--- config.mk ---
export PLATFORM = sky130hd
export DESIGN_NAME = layer_three
export DESIGN_NICKNAME = d
export VERILOG_FILES = /design/src/rtl/layer_three.sv
export SDC_FILE = /design/constraint.sdc
export NUM_CORES = 1
export LEC_CHECK = 0
export BUFFER_PORTS_ARGS = -buffer_cell sky130_fd_sc_hd__buf_2
export CAP_MARGIN = 30
export CORE_UTILIZATION = 43
export CTS_CLUSTER_DIAMETER = 80
export DETAILED_ROUTE_END_ITERATION = 10
export PLACE_DENSITY_LB_ADDON = 0.05
export SYNTH_ARGS = -nofsm -noshare
export SYNTH_HDL_FRONTEND = slang
export SYNTH_SLANG_ARGS = --single-unit
export TNS_END_PERCENT = 50
--- constraint.sdc ---
create_clock -name clk -period 25.7 [get_ports clk]
set_input_delay 5.14 -clock clk [delete_from_list [all_inputs] [get_ports clk]]
set_output_delay 5.14 -clock clk [all_outputs]
set_load 0.05 [all_outputs]
--- src/rtl/layer_three.sv ---
// Final binary FC layer: XNOR-popcount of 196 input bits against ten weight rows.
// One 49-bit chunk per enabled cycle; running argmax drives digit.
module layer_three #(
  parameter logic [1959:0] WEIGHTS3 = 1960'b0
) (
  input  logic         clk,
  input  logic         rst,
  input  logic [2:0]   state,
  input  logic [195:0] pixels,
  output logic [79:0]  class_scores,
  output logic [3:0]   digit,
  output logic         done
);

  localparam logic [2:0] s_LAYER_3 = 3'b100;

  logic [1:0]   chunk_q, chunk_d;
  logic [3:0]   cls_q, cls_d;
  logic [7:0]   acc_q, acc_d;
  logic [7:0]   best_q, best_d;
  logic [79:0]  scores_q, scores_d;
  logic [3:0]   digit_q, digit_d;
  logic         done_q, done_d;

  logic [195:0] cls_w;
  logic [48:0]  w_chunk, p_chunk, match;
  logic [5:0]   pc;
  logic [7:0]   final_score;
  logic         en;

  // Weight row for the current class; cls == 10 only occurs once done, so zero is harmless.
  always_comb begin
    cls_w = '0;
    for (int c = 0; c < 10; c++) begin
      if (cls_q == 4'(c)) cls_w = WEIGHTS3[c*196 +: 196];
    end
  end

  always_comb begin
    unique case (chunk_q)
      2'd0: begin w_chunk = cls_w[0   +: 49]; p_chunk = pixels[0   +: 49]; end
      2'd1: begin w_chunk = cls_w[49  +: 49]; p_chunk = pixels[49  +: 49]; end
      2'd2: begin w_chunk = cls_w[98  +: 49]; p_chunk = pixels[98  +: 49]; end
      2'd3: begin w_chunk = cls_w[147 +: 49]; p_chunk = pixels[147 +: 49]; end
      default: begin w_chunk = '0; p_chunk = '0; end
    endcase
  end

  always_comb begin
    match = ~(p_chunk ^ w_chunk);
    pc    = '0;
    for (int i = 0; i < 49; i++) pc = pc + 6'(match[i]);
    final_score = acc_q + 8'(pc);
  end

  assign en = (state == s_LAYER_3) && !done_q;

  always_comb begin
    chunk_d  = chunk_q;
    cls_d    = cls_q;
    acc_d    = acc_q;
    best_d   = best_q;
    scores_d = scores_q;
    digit_d  = digit_q;
    done_d   = done_q;
    if (en) begin
      if (chunk_q != 2'd3) begin
        acc_d   = final_score;
        chunk_d = chunk_q + 2'd1;
      end else begin
        for (int c = 0; c < 10; c++) begin
          if (cls_q == 4'(c)) scores_d[c*8 +: 8] = final_score;
        end
        acc_d   = '0;
        chunk_d = '0;
        cls_d   = cls_q + 4'd1;
        // Strict compare keeps the lowest class index on ties.
        if (cls_q == 4'd0 || final_score > best_q) begin
          best_d  = final_score;
          digit_d = cls_q;
        end
        if (cls_q == 4'd9) done_d = 1'b1;
      end
    end
  end

  always_ff @(posedge clk) begin
    if (rst) begin
      chunk_q  <= '0;
      cls_q    <= '0;
      acc_q    <= '0;
      best_q   <= '0;
      scores_q <= '0;
      digit_q  <= '0;
      done_q   <= 1'b0;
    end else begin
      chunk_q  <= chunk_d;
      cls_q    <= cls_d;
      acc_q    <= acc_d;
      best_q   <= best_d;
      scores_q <= scores_d;
      digit_q  <= digit_d;
      done_q   <= done_d;
    end
  end

  assign class_scores = scores_q;
  assign digit        = digit_q;
  assign done         = done_q;

endmodule

==> flow_summary.json <==
{
  "holdPathStages": 2,
  "finalSetupTns_ns": 0,
  "syn_to_final_growth_pct": 26.2,
  "initial_core_util_pct": 44.5,
  "place_area_um2": 8250,
  "fp.dieH_um": 128,
  "clock-sinks": 107,
  "startpoint_type": "primary input",
  "final_area_um2": 8610,
  "core_um2": 15300,
  "post_cts_buffers": 0,
  "syn_nets": 1094,
  "synth_edf_count": 0,
  "wire_per_inst_um": 17.0,
  "num_vias": 6850,
  "grt_pass1_wl_um": 33600,
  "io_buffer_count": 285,
  "async_flop_share_pct": 0,
  "place_congestion": 0.842,
  "clkLatencyLatePin_ns": 0.35,
  "fin_crit_ns": 13.03,
  "clockBufferDepth": 2,
  "dpl.hpwl_um": 16200,
  "cts_root_buffer": "clkbuf_16",
  "seq_area_frac_synth_pct": 31.4,
  "slew_headroom_pct": 37.3,
  "status": "completed",
  "routed_wl_um": 21600,
  "r2r_start": "chunk_q[0]",
  "grt_start_max_net_pins": 99,
  "setup_viol": 0,
  "die-width_um": 128,
  "cp.required_ns": 25.96,
  "rrSetupSlack_ns": 16.25,
  "cts_tree": "built",
  "yosysWarningCount": 0,
  "rsz0062_at_grt": "false",
  "grt_overflow": 0,
  "die_area_um2": 16400,
  "antenna_found_initial": 1,
  "dr.pass1.iters": 10,
  "row_count": 45,
  "layout-drive-gt1-share_pct": 30.4,
  "slew_violations": 0,
  "cts_hold_buf": 0,
  "synth.distinct_cells": 54,
  "syn_avg_cell_area_um2": 8.37,
  "worst_ep_arrival_time_ns": 13.30,
  "cts_made_buffers": 9,
  "period_share_pct": 50.7,
  "drc_errors": 0,
  "r2r_end": "best_q[6]",
  "clkTransAtPathRegs_ns": 0.07,
  "endpoint_kind": "flop",
  "nets": 1331,
  "layoutNonFillerInstCount": 1271,
  "hold_end": "class_scores[29]",
  "clock_skew_ns": 0.00792,
  "path_class": "in -> reg",
  "via_per_inst": 5.39,
  "h-tree-depth": 3,
  "hp-class": "reg -> reg",
  "worst_pin_slew_ns": 0.940,
  "drt_iter0_markers": 527,
  "grt_pass1_vias": 6381,
  "hp-start": "class_scores[29]",
  "place_inst": 1252,
  "cts-resized-gates": 0,
  "drv_cap": 0,
  "synthCells": 815,
  "ant_nets": 0,
  "num_io_pins": 286,
  "max_freq_ghz": 0.0767,
  "netlist_area_um2": 6820,
  "ys_ff_latch": 107,
  "ff2ff_path_depth": 24,
  "synth_flop_cell": "dfxtp_1",
  "track_usage_pct": 26.1,
  "worstPathMaxFanout": 13,
  "hold_violations": 0
}
[synthesized netlist by cell type, types with 2 or more instances]
cell type	n	area (um2)
o211ai_1	2	15.0
o311ai_0	4	35.0
a21o_1	2	15.0
nor2_1	74	278
xnor2_1	5	43.8
or3_1	2	12.5
buf_1	8	30.0
nand2_1	134	503
and3_1	6	37.5
nand2b_1	2	12.5
ha_1	36	450
xor2_1	2	17.5
inv_1	54	203
buf_6	3	33.8
o31ai_1	9	67.6
nor2b_1	2	12.5
a21oi_1	115	576
nand4_1	11	68.8
a211oi_1	22	165
buf_4	14	105
buf_2	5	25.0
nand3_1	17	85.1
nor3_1	2	10.0
fa_1	42	841
a222oi_1	49	490
o41ai_1	2	17.5
dfxtp_1	107	2140
a22oi_1	3	22.5
and2_1	7	43.8
clkbuf_1	35	131
o21ai_0	16	80.1
[metrics by stage]
step                      hold WS [ns]  setup WS, ns  util, %
after CTS                        0.453         12.70     56.2
after floorplan                  0.436         13.60        -
after global routing             0.466         12.04     56.2
final                            0.451         12.67     56.2
after global placement           0.441         12.50     53.9
after detailed placement         0.443         12.35     53.9
[layout by cell type (no fill, tap or decap), types with 3 or more instances in the layout]
| cell | instances |
|---|---|
| a211oi_1 | 22 |
| a21oi_1 | 115 |
| a222oi_1 | 49 |
| a22oi_1 | 3 |
| and2_1 | 7 |
| and3_1 | 6 |
| buf_2 | 284 |
| buf_4 | 7 |
| bufinv_16 | 3 |
| clkbuf_16 | 9 |
| dfxtp_1 | 107 |
| diode_2 | 3 |
| fa_1 | 42 |
| ha_1 | 33 |
| ha_2 | 3 |
| inv_1 | 54 |
| nand2_1 | 134 |
| nand3_1 | 17 |
| nand4_1 | 11 |
| nor2_1 | 74 |
| o21ai_0 | 16 |
| o311ai_0 | 4 |
| o31ai_1 | 9 |
| xnor2_1 | 4 |
[routing by layer]
metal  wire length [um]  vias up  share of wire, %  global-route usage (%)
met2               9740      228                45                    41.8
met3               1250       31               5.8                    5.22
met5                  0        -                 0                       0
met4                309        0               1.4                    6.16
met1              10300     3209                48                    36.2
li1                   -     3382                 -                       -
[sequential cells by signal, indices dropped and copies added, names as in the netlist]
| name | cells |
|---|---|
| cls_q | 4 |
| chunk_q | 2 |
| best_q | 8 |
| done | 1 |
| class_scores | 80 |
| digit | 4 |
| acc_q | 8 |
[cell type report]
class	instances	area (um2)
fill	1534	6710
multi-input combinational	588	4160
sequential	107	2140
timing repair buffer	291	1470
tap	211	264
clock buffer	9	225
inverter	55	206
clock inverter	7	125
antenna	3	7.51
[worst max path at each step]
stage	from	endpoint	slack, ns	cells after the start
after floorplan	pixels[112]	best_q[2]	13.60	23
after global placement	pixels[63]	best_q[2]	12.50	23
after detailed placement	pixels[63]	best_q[2]	12.35	23
after CTS	pixels[63]	best_q[2]	12.70	23
after global routing	pixels[63]	best_q[3]	12.04	23
final	pixels[63]	best_q[6]	12.67	23
[worst max-delay path: stages]
cell       delay [ns]
buf_2            0.10
a222oi_1         0.31
a21oi_1          0.15
fa_1             0.59
inv_1            0.06
fa_1             0.49
inv_1            0.05
fa_1             0.49
fa_1             0.52
fa_1             0.52
fa_1             0.52
fa_1             0.55
inv_1            0.04
ha_1             0.22
fa_1             0.45
a211oi_1         0.31
or4b_1           0.16
nand4_1          0.60
ha_1             0.59
nand4_1          0.22
a2111oi_4        0.78
o311ai_0         0.29
o31ai_1          0.13
[cell families after synthesis]
kind of cell	after synthesis	synth area share (%)
and+or+nand+nor	269	17.5
AOI/OAI and AO/OA	233	23.3
buffers and inverters	120	7.80
DFF	107	31.4
adders and majority gates	78	18.9
xor gates and xnor gates	7	0.899
muxes	1	0.147
Power is not shown: default switching activity piles up to over one toggle a cycle in this logic, so the estimate is an artifact.
